### src/rtl/lp_result_collector.sv
// Collects one result per lane into a row, then replays the row as a serial stream, lane 0 first.
// Define LP_COLLECTOR_ERR_STICKY_EN to make err_unaligned_last hold until reset instead of pulsing.
module lp_result_collector #(
  parameter int PE_NUMBER_I     = 4,
  parameter int DATA_WIDTH_U_D  = 16,
  parameter int DATA_WIDTH_RSLT = 16,
  parameter int ID_WIDTH        = 1,
  parameter int DEST_WIDTH      = 1
) (
  input  logic                                clk,
  input  logic                                rst,
  input  logic [PE_NUMBER_I*DATA_WIDTH_U_D-1:0] s_axis_tdata,
  input  logic [PE_NUMBER_I-1:0]              s_axis_tvalid,
  output logic [PE_NUMBER_I-1:0]              s_axis_tready,
  input  logic [PE_NUMBER_I-1:0]              s_axis_tlast,
  input  logic [PE_NUMBER_I*ID_WIDTH-1:0]     s_axis_tid,
  input  logic [PE_NUMBER_I*DEST_WIDTH-1:0]   s_axis_tdest,
  output logic [DATA_WIDTH_RSLT-1:0]          m_axis_tdata,
  output logic                                m_axis_tvalid,
  input  logic                                m_axis_tready,
  output logic                                m_axis_tlast,
  output logic [ID_WIDTH-1:0]                 m_axis_tid,
  output logic [DEST_WIDTH-1:0]               m_axis_tdest,
  output logic                                err_unaligned_last
);

  localparam int IDX_W = (PE_NUMBER_I > 1) ? $clog2(PE_NUMBER_I) : 1;
  localparam logic [IDX_W-1:0] IDX_LAST = IDX_W'(PE_NUMBER_I - 1);

  typedef enum logic {CAPTURE, EMIT} state_t;

  state_t                            state_reg, state_next;
  logic                              run_reg;
  logic [PE_NUMBER_I-1:0]            captured_reg, captured_next, captured_fill;
  logic [PE_NUMBER_I-1:0]            lane_last_reg, lane_last_next, lane_hs;
  logic [PE_NUMBER_I*DATA_WIDTH_U_D-1:0] row_flat;
  logic [ID_WIDTH-1:0]               id_reg;
  logic [DEST_WIDTH-1:0]             dest_reg;
  logic [IDX_W-1:0]                  idx_reg, idx_next;
  logic                              err_reg, err_next;
  logic                              row_full, last_mismatch, emit_active;

  generate
    if (DATA_WIDTH_RSLT > DATA_WIDTH_U_D) begin : g_width_check
      $error("DATA_WIDTH_RSLT must not exceed DATA_WIDTH_U_D");
    end
    // Only lane 0 sideband reaches the output; other lanes are deliberately dropped.
    if (PE_NUMBER_I > 1) begin : g_unused
      logic unused_lane_sideband;
      assign unused_lane_sideband = ^{s_axis_tid[PE_NUMBER_I*ID_WIDTH-1:ID_WIDTH],
                                      s_axis_tdest[PE_NUMBER_I*DEST_WIDTH-1:DEST_WIDTH]};
    end
  endgenerate

  // run_reg keeps tready low until the first edge after reset release.
  assign s_axis_tready = (run_reg && state_reg == CAPTURE) ? ~captured_reg : '0;
  assign lane_hs       = s_axis_tvalid & s_axis_tready;
  assign captured_fill = captured_reg | lane_hs;
  assign lane_last_next = (lane_last_reg & ~lane_hs) | (s_axis_tlast & lane_hs);
  assign row_full      = (state_reg == CAPTURE) && (&captured_fill);
  assign last_mismatch = (|lane_last_next) && !(&lane_last_next);
  assign emit_active   = (state_reg == EMIT);

  genvar gi;
  generate
    for (gi = 0; gi < PE_NUMBER_I; gi++) begin : g_lane
      logic [DATA_WIDTH_U_D-1:0] data_reg;
      always_ff @(posedge clk or posedge rst) begin
        if (rst) begin
          data_reg <= '0;
        end else if (lane_hs[gi]) begin
          data_reg <= s_axis_tdata[gi*DATA_WIDTH_U_D +: DATA_WIDTH_U_D];
        end
      end
      assign row_flat[gi*DATA_WIDTH_U_D +: DATA_WIDTH_U_D] = data_reg;
    end
  endgenerate

  always_comb begin
    state_next    = state_reg;
    idx_next      = idx_reg;
    captured_next = captured_fill;
    case (state_reg)
      CAPTURE: if (row_full) state_next = EMIT;
      EMIT: begin
        if (m_axis_tready) begin
          if (idx_reg == IDX_LAST) begin
            idx_next      = '0;
            captured_next = '0;
            state_next    = CAPTURE;
          end else begin
            idx_next = idx_reg + 1'b1;
          end
        end
      end
      default: state_next = CAPTURE;
    endcase
`ifdef LP_COLLECTOR_ERR_STICKY_EN
    err_next = err_reg | (row_full & last_mismatch);
`else
    err_next = row_full & last_mismatch;
`endif
  end

  always_ff @(posedge clk or posedge rst) begin
    if (rst) begin
      state_reg     <= CAPTURE;
      run_reg       <= 1'b0;
      captured_reg  <= '0;
      lane_last_reg <= '0;
      idx_reg       <= '0;
      id_reg        <= '0;
      dest_reg      <= '0;
      err_reg       <= 1'b0;
    end else begin
      state_reg     <= state_next;
      run_reg       <= 1'b1;
      captured_reg  <= captured_next;
      lane_last_reg <= lane_last_next;
      idx_reg       <= idx_next;
      err_reg       <= err_next;
      if (lane_hs[0]) begin
        id_reg   <= s_axis_tid[ID_WIDTH-1:0];
        dest_reg <= s_axis_tdest[DEST_WIDTH-1:0];
      end
    end
  end

  assign m_axis_tvalid = emit_active;
  assign m_axis_tdata  = emit_active ? row_flat[int'(idx_reg)*DATA_WIDTH_U_D +: DATA_WIDTH_RSLT] : '0;
  assign m_axis_tlast  = emit_active && (idx_reg == IDX_LAST) && (|lane_last_reg);
  assign m_axis_tid    = emit_active ? id_reg : '0;
  assign m_axis_tdest  = emit_active ? dest_reg : '0;
  assign err_unaligned_last = err_reg;

endmodule

### config.mk
export PLATFORM = sky130hd
export DESIGN_NAME = lp_result_collector
export DESIGN_NICKNAME = d
export VERILOG_FILES = /design/src/rtl/lp_result_collector.sv
export SDC_FILE = /design/constraint.sdc
export NUM_CORES = 1
export LEC_CHECK = 0
export ABC_AREA = 1
export ABC_CLOCK_PERIOD_IN_PS = 2950
export BUFFER_PORTS_ARGS = -buffer_cell sky130_fd_sc_hd__buf_2
export CORE_MARGIN = 2
export CORE_UTILIZATION = 40
export DETAILED_ROUTE_END_ITERATION = 8
export PLACE_DENSITY_LB_ADDON = 0.12
export SYNTH_ARGS = -nofsm -noshare
export SYNTH_HDL_FRONTEND = slang
export SYNTH_SLANG_ARGS = --single-unit
### constraint.sdc
create_clock -name clk -period 2.95 [get_ports clk]
set_input_delay 0.1475 -clock clk [delete_from_list [all_inputs] [get_ports clk]]
set_output_delay 0.1475 -clock clk [all_outputs]
set_load 0.02 [all_outputs]
# After elaboration in Yosys (flattened, before gate mapping)
# Cells that the tools add are included.
dict set report classes {
  shifts 1
  addsub 1
  n_eq_ne 1
  n_bitwise 9
  muxes 12
  reduce_logical 11
}
# op count
set op_table {}
lappend op_table {{64-bit by 7-bit indexed part select with 16-bit output} 1}
lappend op_table {{16-bit two-way mux} 1}
lappend op_table {{4-bit two-way mux} 4}
lappend op_table {{4-bit AND} 3}
lappend op_table {{4-bit inverter} 2}
lappend op_table {{4-bit bitwise OR} 2}
lappend op_table {{4-bit AND reduction} 2}
lappend op_table {{4-bit OR reduction} 2}
lappend op_table {{1-bit logical AND} 5}
lappend op_table {{1-bit two-way mux} 5}
lappend op_table {{2-bit by 1-bit adder with 2-bit output, second input constant} 1}
lappend op_table {{2-bit equality test, second input constant} 1}
lappend op_table {{2-bit two-way mux} 1}
lappend op_table {{1-bit one-hot mux with 2 select lines} 1}
lappend op_table {{2-bit AND reduction} 1}
lappend op_table {{1-bit AND} 1}
lappend op_table {{1-bit logical NOT} 1}
lappend op_table {{1-bit inverter} 1}
dict set report word_totals {
  output_inout_bits 25
  word_cells 47
  regBits 79
}

# Depth between registers and ports, before layout
dict set report depth {
  depth_word 11
  ltp_mapped 9
  depth_no_buf 9
}

# Least setup slack after synthesis
# OpenSTA, ideal clock, no wires.
dict set report synth_timing {
  path_type {register to output}
  from {register state_reg (netlist: m_axis_tvalid)}
  to {output port m_axis_tdata[10]}
  path_slack_ns 1.379
  arrival_ns 1.423
  t_required_ns 2.803
  stages_incl_launch_ff 5
  path_buffers 2
  cell_sequence {dfrtp_1 inv_1 clkbuf_1 clkbuf_1 a21oi_1}
}
dict set report synth_via {
  elab_chain_len 1
}
# item line
set synth_lines {}
lappend synth_lines {{start, declared} 32} ;# state_t state_reg, state_next;
lappend synth_lines {{start signal, assigned} 116} ;# state_reg <= state_next;
lappend synth_lines {{16-bit two-way mux} 130} ;# assign m_axis_tdata = emit_active ? row_flat[int'(idx_reg)*DATA_WIDTH_U_D +: DATA_WIDTH_RSLT] : '0;
lappend synth_lines {{end, declared} 18} ;# output logic [DATA_WIDTH_RSLT-1:0] m_axis_tdata,
# No other way between the ends.

# Final worst setup path
dict set report layout_timing {
  from {register idx_reg[1]}
  to {output port m_axis_tlast}
}
dict set report layout_via {
  elab_chain_len 3
}
# item line
set layout_lines {}
lappend layout_lines {{start, declared} 39} ;# logic [IDX_W-1:0] idx_reg, idx_next;
lappend layout_lines {{start signal, assigned} 120} ;# idx_reg <= idx_next;
lappend layout_lines {{2-bit equality test} 131} ;# assign m_axis_tlast = emit_active && (idx_reg == IDX_LAST) && (|lane_last_reg);
lappend layout_lines {{1-bit logical AND (2 in series)} 131}
lappend layout_lines {{end, declared} 21} ;# output logic m_axis_tlast,
# No other way between the ends.

==> metrics.md <==
| Metric | Value |
|---|---|
| Cell Area, Synth | `0.00370 mm²` |
| CTS buffer count | `9` |
| Vias in the first global route | `2943` |
| Starting Density | `40.7%` |
| Nets | `554` |
| Post-DP HPWL | `6.16 mm` |
| Hold WC Path Type | `in2reg` |
| IO Port Bufs | `101` |
| Critical path class | `reg2out` |
| Rel. slew slack | `38.9%` |
| Final slew viol count | `0` |
| Die height | `100 µm` |
| Sequential share of the synthesized area | `53.4%` |
| Drc violations | `0` |
| Fraction of layout cells with a size suffix above 1 | `36.7%` |
| CTS resizes | `0` |
| Die area | `0.0100 mm²` |
| Hold Buf Count CTS | `1` |
| Worst Skew | `0.00821 ns` |
| Clk_lat worst skew | `0.34 ns` |
| Tightest Pin Transition | `0.916 ns` |
| VDD IR max | `0.000554 V` |
| Multi-input gate area | `0.00150 mm²` |
| Non-filler cells, final | `585` |
| Synthesized area per cell | `10.1 µm²` |
| Antenna violations before repair | `1` |
| Synth top area share | `53.4%` |
| Top-Level Pins | `108` |
| DRT antenna net count | `0` |
| RSZ-0062 raised after global routing | `no` |
| Final setup vio count | `0` |
| Main area contributors after synthesis | `dfrtp_1, mux2_4, mux2_2, a21oi_1, nor2_1` |
| Clock Path Buffers | `2` |
| Critical Path Max Stage Delay | `0.94 ns` |
| Critical-path cell list | `ha_1, inv_1, nor3_1, buf_2` |
| Most common cell in the netlist | `dfrtp_1` |
| Async S/R FF share, synth | `100%` |
| Final core occ | `49.9%` |
| Via/cell ratio | `4.87` |
| PD cells | `1050 mW/mm²` |
| Post-synth EDFFs | `0` |
| Max reg flops | `64` |
| GPL Wtd Cong | `0.824` |
| Synth Flop Type | `dfrtp_1` |
| Synth warnings | `0` |
| CP Launch Type | `register` |
| Slowest-stage cell, CP | `dfrtp_1` |
| N_diodes | `0` |
| Synthesized netlist net count | `452` |
| First-pass GRT wire length | `14.4 mm` |
| Die W | `100 µm` |
| Std-Cell Rows | `35` |
| Pin count of the biggest net entering global routing | `44` |
| First drt pass iteration count | `4` |
| CP arrival | `2.06 ns` |
| Post-synthesis register bit count | `79` |
| Synth cell count leaders | `dfrtp_1, nor2_1, a21oi_1, nand2_1, inv_1` |
| Routed vias | `2851` |
| Initial DRC Count | `67` |
| Post-placement cell count | `569` |
| Layout area overhead | `22.6%` |
| Period utilisation layout | `74.9%` |
| Postcts setup bufs | `0` |
| Synth cell types | `22` |
| Peak Freq | `0.453 GHz` |
| CTS tree | `built` |
| Routed len/inst | `14.9 µm` |
| Critical path endpoint category | `output pin` |
| Reg clk slew, reported paths | `0.08 ns` |
| Leading area contributor after synthesis | `dfrtp_1` |
| Core area | `0.00911 mm²` |
| Clk root buf | `clkbuf_8` |
| Final setup TNS | `0 ns` |
| CP max FO | `25` |
| FF+latch area | `0.00198 mm²` |
| Final Hold Viols | `0` |
| Final WL | `8.71 mm` |
| Fin area | `0.00454 mm²` |
| Max Cap Viol | `0` |
| Outcome | `completed` |
| Total track usage | `18.7%` |
| CTS Sinks | `79` |
| Cells after Synth | `368` |
| Placed Instance Area | `0.00432 mm²` |
| Leakage power | `2.38 nW` |
| Overflow left after global routing | `0` |
| Min cycle time layout | `2.21 ns` |
| Filler cells | `898` |
| CP required | `2.80 ns` |
| H-Tree Depth | `3` |
-- stage by stage --
| step | power (W) | worst slack, ns | hold WS (ns) |
|---|---|---|---|
| detailed placement | 0.00394 | 1.10 | 0.231 |
| global route | 0.00516 | 0.526 | 0.00159 |
| global placement | 0.00390 | 1.09 | 0.228 |
| finish | 0.00478 | 0.741 | 0.0286 |
| floorplan | 0.00337 | 0.779 | 0.296 |
| CTS | 0.00483 | 0.702 | 0.0142 |
-- layout by cell type, fill, tap and decap left out --
cell,n
buf_2,101
dfrtp_1,79
nor2_1,54
a21oi_1,44
nand2_1,41
inv_1,37
mux2_2,26
mux2_4,20
o21ai_0,17
o211ai_1,15
clkbuf_8,10
buf_4,8
nand4_1,4
clkinv_2,3
nand3_1,2
nand3_4,2
bufinv_16,2
nand4_2,1
nor2_4,1
nor4_1,1
nor3_1,1
o22ai_1,1
ha_1,1
clkbuf_1,1
dlygate4sd3_1,1
conb_1,1
-- worst paths after layout --
path                                                    start                                 end  slack [ns]  cells past startpoint
max in group asynchronous                                 rst   g_lane[2].data_reg[9]$_DFFE_PP0P_        1.81                      4
max reg2reg                           m_axis_tvalid$_DFF_PP0_        err_unaligned_last$_DFF_PP0_        1.17                      7
min reg2reg                g_lane[1].data_reg[14]$_DFFE_PP0P_  g_lane[1].data_reg[14]$_DFFE_PP0P_        0.51                      1
min in group asynchronous                                 rst   g_lane[2].data_reg[3]$_DFFE_PP0P_        0.40                      3
max                                    idx_reg[1]$_DFFE_PP0P_                        m_axis_tlast        0.74                      4
min                                          s_axis_tdata[29]  g_lane[1].data_reg[13]$_DFFE_PP0P_        0.03                      2
-- power breakdown --
group / internal (W) / switching (W)
combinational: 0.000884 / 0.00113
sequential: 0.00160 / 0.000288
clock: 0.000493 / 0.000385
-- kinds of logic after synthesis --
| logic type | synth area share, % |
|---|---|
| AO/OA/AOI/OAI | 11.4 |
| adder cells (fa/ha/maj) | 0.338 |
| flip-flops | 53.4 |
| buffers and inverters | 6.28 |
| multiplexers | 16.0 |
| other | 0.101 |
| AND/OR/NAND/NOR | 12.5 |
-- routing by layer --
metal / wire (µm) / global-route usage, % / up-vias / part of all wire, %
li1: - / - / 1420 / -
met2: 4010 / 30.3 / 70 / 46
met3: 467 / 4.60 / 9 / 5.4
met4: 113 / 6.74 / 0 / 1.3
met5: 0 / 0 / - / 0
met1: 4120 / 24.6 / 1352 / 47
-- final cells by class --
| class | instances | share of cell area [%] |
|---|---|---|
| Clock inverter | 4 | 1.54 |
| Tap cell | 111 | 3.06 |
| Sequential cell | 79 | 43.5 |
| Timing Repair Buffer | 110 | 12.7 |
| Inverter | 38 | 3.17 |
| Clock buffer | 11 | 3.11 |
| Multi-Input combinational cell | 232 | 32.9 |
-- critical path: cells and delay by family (launching register included) --
kind / cells / cell delay (ns)
adders and majority gates: 1 / 0.32
DFF: 1 / 0.94
and+or+nand+nor: 1 / 0.19
buffers and inverters: 2 / 0.27
(Power assumes the default switching activity.)
